### src/rtl/trojan_guard_controller.sv
// Host-side valid/ready controller for the Trojan-protected ALU with windowed mitigation lockout.
// Optional: define TROJAN_GUARD_SCRUB_EN to drive alu_a/alu_b/alu_op to zero outside ISSUE.
module trojan_guard_controller #(
    parameter int DATA_W       = 4,
    parameter int ALERT_THRESH = 3,
    parameter int WINDOW       = 16
) (
    input  logic              clk,
    input  logic              rst_n,
    input  logic              req_valid,
    output logic              req_ready,
    input  logic [DATA_W-1:0] req_a,
    input  logic [DATA_W-1:0] req_b,
    input  logic [1:0]        req_op,
    output logic [DATA_W-1:0] alu_a,
    output logic [DATA_W-1:0] alu_b,
    output logic [1:0]        alu_op,
    input  logic [DATA_W-1:0] alu_result,
    input  logic              alu_mitigation,
    output logic              rsp_valid,
    input  logic              rsp_ready,
    output logic [DATA_W-1:0] rsp_result,
    output logic              rsp_flag,
    output logic [7:0]        alert_count,
    output logic              lockout,
    input  logic              unlock
);

    localparam int WIN_W = $clog2(WINDOW);
    localparam logic [WIN_W-1:0] WIN_LAST = WIN_W'(WINDOW - 1);
    localparam logic [7:0] THRESH = 8'(ALERT_THRESH);

    typedef enum logic [1:0] {
        IDLE   = 2'd0,
        ISSUE  = 2'd1,
        RESP   = 2'd2,
        LOCKED = 2'd3
    } state_t;

    state_t            state_q, state_d;
    logic [DATA_W-1:0] alu_a_q, alu_a_d;
    logic [DATA_W-1:0] alu_b_q, alu_b_d;
    logic [1:0]        alu_op_q, alu_op_d;
    logic [DATA_W-1:0] rsp_result_q, rsp_result_d;
    logic              rsp_flag_q, rsp_flag_d;
    logic              rsp_valid_q, rsp_valid_d;
    logic [7:0]        alert_count_q, alert_count_d;
    logic [7:0]        win_alerts_q, win_alerts_d;
    logic [WIN_W-1:0]  win_cnt_q, win_cnt_d;
    logic              wrap;

    always_ff @(posedge clk or negedge rst_n) begin
        if (!rst_n) begin
            state_q       <= IDLE;
            alu_a_q       <= '0;
            alu_b_q       <= '0;
            alu_op_q      <= '0;
            rsp_result_q  <= '0;
            rsp_flag_q    <= 1'b0;
            rsp_valid_q   <= 1'b0;
            alert_count_q <= '0;
            win_alerts_q  <= '0;
            win_cnt_q     <= '0;
        end else begin
            state_q       <= state_d;
            alu_a_q       <= alu_a_d;
            alu_b_q       <= alu_b_d;
            alu_op_q      <= alu_op_d;
            rsp_result_q  <= rsp_result_d;
            rsp_flag_q    <= rsp_flag_d;
            rsp_valid_q   <= rsp_valid_d;
            alert_count_q <= alert_count_d;
            win_alerts_q  <= win_alerts_d;
            win_cnt_q     <= win_cnt_d;
        end
    end

    always_comb begin
        state_d       = state_q;
        alu_a_d       = alu_a_q;
        alu_b_d       = alu_b_q;
        alu_op_d      = alu_op_q;
        rsp_result_d  = rsp_result_q;
        rsp_flag_d    = rsp_flag_q;
        rsp_valid_d   = rsp_valid_q;
        alert_count_d = alert_count_q;

        // The window wrap clears the per-window tally; a coincident alert lands in the new window.
        wrap         = (win_cnt_q == WIN_LAST);
        win_cnt_d    = wrap ? '0 : win_cnt_q + WIN_W'(1);
        win_alerts_d = wrap ? '0 : win_alerts_q;

        case (state_q)
            IDLE: begin
                if (req_valid) begin
                    alu_a_d  = req_a;
                    alu_b_d  = req_b;
                    alu_op_d = req_op;
                    state_d  = ISSUE;
                end
            end
            ISSUE: begin
                rsp_result_d = alu_mitigation ? '0 : alu_result;
                rsp_flag_d   = alu_mitigation;
                rsp_valid_d  = 1'b1;
                state_d      = RESP;
                if (alu_mitigation) begin
                    if (wrap) begin
                        win_alerts_d = 8'd1;
                    end else if (win_alerts_q < THRESH) begin
                        win_alerts_d = win_alerts_q + 8'd1;
                    end
                    if (alert_count_q != 8'hFF) begin
                        alert_count_d = alert_count_q + 8'd1;
                    end
                end
            end
            RESP: begin
                if (rsp_ready) begin
                    rsp_valid_d = 1'b0;
                    state_d     = (win_alerts_q >= THRESH) ? LOCKED : IDLE;
                end
            end
            LOCKED: begin
                if (unlock) begin
                    state_d      = IDLE;
                    win_cnt_d    = '0;
                    win_alerts_d = '0;
                end
            end
            default: state_d = IDLE;
        endcase
    end

    // Gating with rst_n keeps req_ready low while reset is held, even though state is IDLE.
    assign req_ready   = rst_n && (state_q == IDLE);
    assign lockout     = (state_q == LOCKED);
    assign rsp_valid   = rsp_valid_q;
    assign rsp_result  = rsp_result_q;
    assign rsp_flag    = rsp_flag_q;
    assign alert_count = alert_count_q;

`ifdef TROJAN_GUARD_SCRUB_EN
    assign alu_a  = (state_q == ISSUE) ? alu_a_q  : '0;
    assign alu_b  = (state_q == ISSUE) ? alu_b_q  : '0;
    assign alu_op = (state_q == ISSUE) ? alu_op_q : '0;
`else
    assign alu_a  = alu_a_q;
    assign alu_b  = alu_b_q;
    assign alu_op = alu_op_q;
`endif

endmodule
### config.mk
export PLATFORM = sky130hd
export DESIGN_NAME = trojan_guard_controller
export DESIGN_NICKNAME = d
export VERILOG_FILES = /design/src/rtl/trojan_guard_controller.sv
export SDC_FILE = /design/constraint.sdc
export NUM_CORES = 1
export LEC_CHECK = 0
export ABC_AREA = 1
export BUFFER_PORTS_ARGS = -buffer_cell sky130_fd_sc_hd__buf_2
export CAP_MARGIN = 20
export CORE_UTILIZATION = 40
export CTS_CLUSTER_DIAMETER = 200
export CTS_CLUSTER_SIZE = 25
export DETAILED_ROUTE_END_ITERATION = 8
export GPL_ROUTABILITY_DRIVEN = 0
export REMOVE_ABC_BUFFERS = 1
export SETUP_SLACK_MARGIN = 0.2
export SYNTH_ARGS = -nofsm -noshare
export SYNTH_HDL_FRONTEND = slang
export SYNTH_SLANG_ARGS = --single-unit
export TNS_END_PERCENT = 20
### constraint.sdc
create_clock -name clk -period 1.5 [get_ports clk]
set_input_delay 0.225 -clock clk [delete_from_list [all_inputs] [get_ports clk]]
set_output_delay 0.225 -clock clk [all_outputs]
set_load 0.005 [all_outputs]
==> results by stage, run 1 <==
STA:
- Once routing completed, OpenROAD measured the worst setup slack at 198 ps.
- In the finished design, the share of the clock period the worst path needs comes to 86.8%.
- The maximum clock frequency is 768 MHz.
- The measured slew at the worst slew-check pin is 477 ps.
- The number of setup violations in the final report is 0.
- Setup repair after global routing could not meet its margin everywhere.
- The remaining max-slew budget at the tightest pin is 68.2%.
- The final number of max-transition violations is 0.
- The clock skew is 11.0 ps.
- The clock period could shrink to 1300 ps.
- In the final timing run, aggregate negative setup slack is 0 ps.
- The number of endpoints with negative hold slack in the final report is 0.

Detailed routing:
- The final routed wire length divided by cell count is 11.5 um.
- In the routed design, unresolved DRC markers number 0.
- The first-iteration detailed-routing DRC count is 54.
- The final wirelength is 3520 um.
- The number of routed nets with antenna violations is 0.
- The number of vias in the routed layout is 1393.
- Dividing the detail-routed via count by the number of cells gives 4.57.
- Before antenna repair, the detailed router went through 4 iterations.

Cells and area:
- Leaving out filler cells and counting taps, the final layout contains 305.
- The area of combinational cells with multiple inputs is 728 um2.
- The number of fill cells in the layout is 402.
- Registers take 955 um2.
- Cells with a size suffix above 1 make up 37.3% of the layout.
- The final layout net count is 277.
- The finished cells cover 2250 um2.
- The top cell types in the final layout, fill and taps aside, are 48 x sky130_fd_sc_hd__nand2_1, 45 x sky130_fd_sc_hd__buf_2, 35 x sky130_fd_sc_hd__dfrtp_1.
- The repair_antennas step left the layout with diodes totalling 0.
- Leaving out fill and tap cells, the most frequent cell in the layout is sky130_fd_sc_hd__nand2_1.
- The area added between synthesis and finish is 30.7%.

Logic synthesis:
- Synthesis handed over a netlist of 190 instances.
- The mapped netlist covers 1720 um2.
- The share of the synthesized netlist area taken by xor and xnor gates is 3.56%.
- The share of the synthesized area in compound gates (AO/OA/AOI/OAI) is 4.43%.
- The average footprint of a synthesized cell is 9.06 um2.
- The top cell type by total area after synthesis is sky130_fd_sc_hd__dfrtp_1.
- The main combinational cell family by area after synthesis is simple AND/OR/NAND/NOR gates.
- For this run, the register share of the synthesized area comes to 55.2%.
- The synthesized netlist devotes 2.18% of its cell area to adder and majority cells.
- During synthesis, Yosys emitted a total of 0 warnings.
- In the synthesized netlist, mux cells make up 6.54% of the area.
- By area the synthesized netlist is led by sky130_fd_sc_hd__dfrtp_1 55%, sky130_fd_sc_hd__nand2_1 11%, sky130_fd_sc_hd__mux2_2 6.5%.
- The simple-gate share of the synthesized area is 21.9%.
- The synthesized design devotes to its leading area cell type 55.2% of total area.
- In this run, distinct cell masters in the synthesized netlist total 22.
- Synthesis inferred 38 register bits.

Clock network:
- The number of sinks on the clock net is 38.
- The number of clock buffers added by TritonCTS is 5.
- The root buffer cell chosen for the clock tree is sky130_fd_sc_hd__clkbuf_8.
- The CTS tree is built.
- The number of H-tree branching levels is 2.
- In this run the deepest clock path goes through 2 buffers.
- The later-pin clock latency in the skew report is 290 ps.
- Clock-pin slew was measured on the worst setup and hold paths at 80 ps.

Die:
- The number of standard-cell rows in the floorplan is 23.
- The die covers 4570 um2.
- The starting density of the core is 42.4%.
- From bottom edge to top edge, the die measures 67.6 um.
- The core area is 4060 um2.
- In this run the horizontal extent of the chip is 67.6 um.
- The top-level port count is 46.

Critical path:
- In this design, the largest share of critical-path delay is due to flip-flops.
- The total buffers and inverters traversed by the critical path is 2.
- In this design, the stage delay of the slowest critical-path cell is 400 ps.
- The number of gates on the worst path with buffers counted is 7.
- The worst setup path is captured at a flip-flop.
- The worst setup path is launched from a flip-flop.
- The critical path goes through ha_2 > nand3_4 > nor2_4 > buf_4 > buf_4 > xnor2_1 > o21ai_1.
- The slowest stage of the critical path is the sky130_fd_sc_hd__dfrtp_1 cell.
- The required arrival time at the worst endpoint is 1680 ps.
- The dominant cell type by count on the critical path is sky130_fd_sc_hd__buf_4.
- In this run the worst path has a maximum fanout of 2.
- The count of cells along the worst register-to-register path is 7.
- By startpoint and endpoint, the worst setup path is classified as flip-flop to flip-flop.
- At the worst endpoint, the arrival time is 1490 ps.

Pwr:
- VDD sags by at most 0.00101 V.
- Of the total power, combinational logic draws 40.1%.
- The internal cell power is 2650 uW.
- The clock share of power is 17.4%.
- The sequential cell fraction of total power is 42.5%.
- Dividing total power by cell area gives a power density of 1850 nW/um2.
- The leakage power figure is 0.00121 uW.
- Net switching is 36.2% of the power.
- The net switching power is 1510 uW.

Placed design:
- Prior to clock tree synthesis, the placed netlist has a worst setup slack of 72.5 ps.
- Including well taps, the total number of placed cells is 287.
- After detailed placement, the total cell area comes to 2030 um2.
- The total half-perimeter wirelength after legalization and detailed placement is 2420 um.
- The count of input and output buffers is 45.

Global routing:
- The pin count of the biggest net entering global routing is 39.
- The met3 demand-to-capacity share in global routing is 5.07%.
- The most used routing layer is met2.
- The overall overflow remaining after global route is 0.
- The global routing met1 resource utilization is 21.6%.
- The number of global-route vias before repair is 1251.
- The global-route usage over all layers is 16.6%.
- The wire length of the first global-routing pass is 5450 um.
- The number of antenna violations at the first check in global routing was 0.
- The global routing usage on met2 is 25.2%.

Run:
- The tool flagged a number of max-cap violations equal to 0.

Min path:
- The path class of the lowest-slack min-delay path is primary input to asynchronous set/reset pin.

Outcome:
- The flow ran to the end, and the final reports show no timing, DRC or antenna violations.
## per-layer routing
layer  wire (um)  up-vias  share of wire [%]
met3         129        6                3.7
li1            -      727                  -
met5           0        -                  0
met2        1640       26                 47
met1        1690      634                 48
met4          61        0                1.7
## path summary, 6_finish.rpt
path	to	slack (ps)	from
setup / recovery	alert_count[6]	200	alert_count[0]
hold / removal	alert_count[7]	10	rst_n
setup reg to reg	alert_count[6]	200	alert_count[0]
hold reg to reg	win_cnt_q[0]	460	win_cnt_q[0]
max in group asynchronous	state_q[0]	1120	rst_n
min in group clk	alu_b[3]	160	req_b[3]
## layout make-up
class	count	area share, %
Timing Repair Buffer	56	13.7
Clock buffer	6	3.67
Inverter	26	4.56
Clock inverter	2	0.556
Sequential cell	38	42.4
Multi-Input combinational cell	127	32.4
Tap cell	50	2.78
## state kept, by name (all words and copies together) (netlist names)
name and cells:
state_q 2, rsp_flag 1, alu_op 2, alert_count 8, alu_a 4, rsp_valid 1
rsp_result 4, win_cnt_q 4, alu_b 4, win_alerts_q 8
## worst register-to-register path: cells and delay by family (launching register included)
family / cells / cell delay (ps)
buffers and inverters: 2 / 240
and+or+nand+nor: 2 / 140
AOI/OAI and AO/OA: 1 / 70
adders and majority gates: 1 / 210
xor gates and xnor gates: 1 / 130
DFF: 1 / 400
## kinds of logic (layout without fill, tap and decap cells)
family / after synthesis / in the layout
buffers and inverters: 27 / 90
and+or+nand+nor: 90 / 92
xor gates and xnor gates: 7 / 7
adders and majority gates: 3 / 3
DFF: 38 / 38
muxes: 10 / 10
AOI/OAI and AO/OA: 15 / 15
## per-stage QoR
step                util, %  hold slack, ps  power, uW
finish                 55.5            12.2       4150
global route           55.5            54.3       4520
CTS                    53.8            34.5       4080
detailed placement     50.0             357       3250
global placement       50.0             367       3240
floorplan                 -           -70.6       2660
## cell usage after synthesis
cell	n
sky130_fd_sc_hd__nand3_1	10
sky130_fd_sc_hd__ha_1	3
sky130_fd_sc_hd__xnor2_1	4
sky130_fd_sc_hd__inv_2	1
sky130_fd_sc_hd__inv_1	24
sky130_fd_sc_hd__nor2_2	2
sky130_fd_sc_hd__nand2_4	1
sky130_fd_sc_hd__buf_2	1
sky130_fd_sc_hd__a21oi_1	6
sky130_fd_sc_hd__o22ai_1	1
sky130_fd_sc_hd__dfrtp_1	38
sky130_fd_sc_hd__nor3_1	1
sky130_fd_sc_hd__xor2_1	3
sky130_fd_sc_hd__nor3b_1	1
sky130_fd_sc_hd__o21ai_1	3
sky130_fd_sc_hd__nand2_1	50
sky130_fd_sc_hd__mux2_2	10
sky130_fd_sc_hd__nand4_1	3
sky130_fd_sc_hd__o21ai_0	5
sky130_fd_sc_hd__nand2_2	1
sky130_fd_sc_hd__inv_4	1
sky130_fd_sc_hd__nor2_1	21
## power by group through the flow
stage | Combinational, uW | Clock (uW) | Sequential, uW
final | 1670 | 723 | 1770
after global routing | 1900 | 791 | 1830
after CTS | 1580 | 761 | 1740
after detailed placement | 1490 | 0 | 1760
after global placement | 1480 | 0 | 1760
after floorplan | 905 | 0 | 1760
## timing repair
action	CTS	global route
hold buffers	0	0
gates cloned	1	1
gates resized for setup	5	16
setup buffers	5	3
setup endpoints to repair	23	23
pin swaps	4	7
Note: power is estimated with default switching activity, not from simulation.
==> run 2, diff against run 1 <==
--- a/config.mk
+++ b/config.mk
@@ -8,6 +8,7 @@
 export ABC_AREA = 1
 export BUFFER_PORTS_ARGS = -buffer_cell sky130_fd_sc_hd__buf_2
 export CAP_MARGIN = 20
+export CORE_ASPECT_RATIO = 0.6
 export CORE_UTILIZATION = 40
 export CTS_CLUSTER_DIAMETER = 200
 export CTS_CLUSTER_SIZE = 25
==> run 2 against run 1 <==
The run now ends with negative hold slack left. Critical endpoint is now req_ready. Die area rose by 0.19%. Critical path type is now flip-flop to output port. Fmax up 0.26%. Critical path depth shrank 5. Clock skew shrank 3.1 ps.
==> results by stage, run 2 (synthesis gave the netlist of run 1 again) <==
Critical path:
- The critical path goes through nor3b_2 > buf_2.
- The count of cells along the worst register-to-register path is 8 (+1).
- The path type of the worst setup path is flip-flop to output port.
- The arrival time reported for the critical path endpoint was 1070 ps (-420 ps).
- The launching point of the worst reg2reg path is alert_count[0].
- The delay of the slowest critical-path stage was 450 ps (+50 ps).
- The type of destination of the critical path is an output port.
- In this run the critical register-to-register path is captured at alert_count[3].
- STA classifies the critical path startpoint as a flip-flop.
- The required arrival time at the worst endpoint is 1270 ps (-410 ps).
- The reg-to-reg setup timing slack is 230 ps (+30 ps).
- The largest fanout on the critical path was 5 (+3).
- The most critical setup path has its startpoint at state_q[0].
- The cell with the largest stage delay on the worst path is sky130_fd_sc_hd__dfrtp_2.
- The most critical setup path has its endpoint at req_ready.

Cells and area:
- The number of inserted diodes is 0 (unchanged).
- The share of the core filled with cells in the final layout was 54.6% (-0.89 points).
- The fraction of final layout cells sized beyond drive strength 1 is 36.5% (-0.75 points).
- In the layout the commonest cells are 47 x sky130_fd_sc_hd__nand2_1, 45 x sky130_fd_sc_hd__buf_2, 36 x sky130_fd_sc_hd__dfrtp_1.
- The library cell used most frequently in the layout, excluding fill and tap cells, is sky130_fd_sc_hd__nand2_1.
- The final layout net count came to 274 (-1.1%).
- The post-route non-filler standard cell count came to 312 (+2.3%).
- The total non-filler cell area in the finished layout is 2250 um2 (about the same).
- The area added between synthesis and finish is 30.7% (about the same).

STA:
- The measured slew at the worst slew-check pin is 473 ps (-3.85 ps).
- The clock skew is 7.88 ps (-3.14 ps).
- The maximum clock frequency was 770 MHz (+0.26%).
- The number of setup violations in the final report came to 0 (unchanged).
- The final number of max-transition violations came to 0 (unchanged).
- The worst hold slack is -2.33 ps (-14.6 ps).
- Setup repair after global routing could not meet its margin everywhere.
- The remaining max-slew budget at the tightest pin is 68.5% (+0.26 points).
- The share of the clock period used by the worst path was 86.6% (-0.22 points).
- The number of endpoints with negative hold slack in the final report is 1 (+1).
- The final total negative setup slack is 0 ps (unchanged).
- The time the final worst path needs with I/O delays and setup was 1300 ps (-3.36 ps).

Detailed routing:
- The vias per cell is 4.51 (-1.3%).
- The length of the first detailed-routing pass in iterations is 4 (unchanged).
- The number of routed nets with antenna violations is 0 (unchanged).
- The number of design rule violations left after detail routing is 0 (unchanged).
- The final wirelength is 3860 um (+9.8%).
- The number of vias in the routed layout is 1406 (+0.93%).
- The final routed wire length divided by cell count is 12.4 um (+7.3%).
- The first-iteration detailed-routing DRC count was 36 (-33%).

Placed design:
- The number of placed instances with taps included is 296 (+3.1%).
- The count of input and output buffers is 45 (unchanged).
- The instance area after placement was 2030 um2 (+0.25%).
- The total half-perimeter wirelength after legalization and detailed placement is 2670 um (+10%).

Clock network:
- The clock root buffer is sky130_fd_sc_hd__clkbuf_8.
- The number of buffers added to fix hold violations after cts is 0 (unchanged).
- The number of H-tree branching levels is 2 (unchanged).
- The clock tree buffer depth is 2 (unchanged).
- The clock-pin slew of the registers on the worst-case setup and hold paths is 80 ps (about the same).
- The number of sinks on the clock net is 38 (unchanged).
- The later-pin clock latency in the skew report was 290 ps (about the same).
- TritonCTS built the clock tree.
- The number of clock buffers inserted by TritonCTS is 5 (unchanged).

Global routing:
- The number of antenna violations at the first check in global routing is 0 (unchanged).
- The overall overflow remaining after global route was 0 (unchanged).
- The wire length of the first global-routing pass is 6120 um (+12%).
- The global-route usage over all layers came to 18.8% (+2.3 points).
- The pin count of the biggest net entering global routing is 39 (unchanged).
- The number of global-route vias before repair is 1280 (+2.3%).

Pwr:
- The leakage power figure is 0.00120 uW (-1.6%).
- The combinational share of power is 40.1% (about the same).
- The clock share of power is 17.4% (about the same).
- The internal cell power is 2660 uW (+0.29%).
- The power density normalized to cell area is 1870 nW/um2 (+1.5%).
- The net switching power is 1560 uW (+3.4%).
- The sequential cell fraction of total power is 42.5% (about the same).
- The peak supply drop is 0.000822 V (-18%).
- The proportion of total power due to net switching was 36.9% (+0.70 points).
- The total power draw is 4210 uW (+1.4%).

Die:
- The vertical die dimension came to 52.8 um (-22%).
- The number of standard-cell rows in the floorplan came to 18 (-22%).
- The core area is 4120 um2 (+1.6%).
- The horizontal die dimension is 86.7 um (+28%).
- The starting density of the core is 41.8% (-0.66 points).
- The top-level port count is 46 (unchanged).
- The die area is 4580 um2 (+0.19%).

Run:
- The count of maximum capacitance violations is 0 (unchanged).

Outcome:
- The final reports fail on negative hold slack.
- The flow ran to the end, but the final reports show violations.

Min path:
- The path class of the lowest-slack min-delay path is primary input to asynchronous set/reset pin.
run 2: cell types whose count changed in the layout (fill, tap and decap cells not counted):
cell                         change
sky130_fd_sc_hd__buf_4           -2
sky130_fd_sc_hd__clkbuf_1        +1
sky130_fd_sc_hd__clkinvlp_4      -1
sky130_fd_sc_hd__dfrtp_1         +1
sky130_fd_sc_hd__dfrtp_2         -1
sky130_fd_sc_hd__ha_2            -1
sky130_fd_sc_hd__ha_4            +1
sky130_fd_sc_hd__inv_1           -1
sky130_fd_sc_hd__inv_2           +1
sky130_fd_sc_hd__nand2_1         -1
run 2: critical path: cells and delay by family (launching register included):
kind,cells,cell delay [ps]
and+or+nand+nor,1,200
buffers and inverters,1,140
DFF,1,450
run 2: area by class of cell:
cell class	count	area, um2
clock buffers	7	86.3
clock inverters	1	5.00
fillers	406	1870
inverters	26	103
multi-input cells	126	734
flip-flops and latches	38	953
well taps	60	75.1
repair buffers	54	293
run 2: how the worst min path moves through the flow:
stage / start / endpoint / cells after the start
2_1_floorplan: rst_n / alert_count[0] / 0
3_3_place_gp: rst_n / win_cnt_q[3] / 2
3_5_place_dp: rst_n / win_cnt_q[3] / 2
4_1_cts: rst_n / win_cnt_q[3] / 2
5_1_grt: rst_n / win_cnt_q[3] / 2
6_report: rst_n / win_cnt_q[3] / 2
run 2: per-layer routing:
metal	routed length, um	global-route usage [%]
met2	1530	24.3
met3	237	5.98
met1	2040	27.5
met5	0	0
met4	47	10.0
run 2: power groups by stage:
stage	clock network [uW]	logic (uW)	registers [uW]
6_report	731	1690	1790
5_1_grt	791	1940	1840
4_1_cts	751	1600	1760
3_5_place_dp	0	1500	1770
3_3_place_gp	0	1490	1770
2_1_floorplan	0	905	1760
run 2: metrics by stage:
stage | hold WS [ps] | worst slack [ps]
floorplan | -70.6 | 194
global placement | 354 | 140
detailed placement | 343 | 99.4
CTS | 20.9 | 156
global route | 35.3 | 169
finish | -2.33 | 201
run 2: what timing repair did:
action | CTS | global route
pin swaps | 4 | 7
gates resized for setup | 8 | 14
setup buffers | 4 | 3
cloned | 1 | 0
setup endpoints to repair | 22 | 23
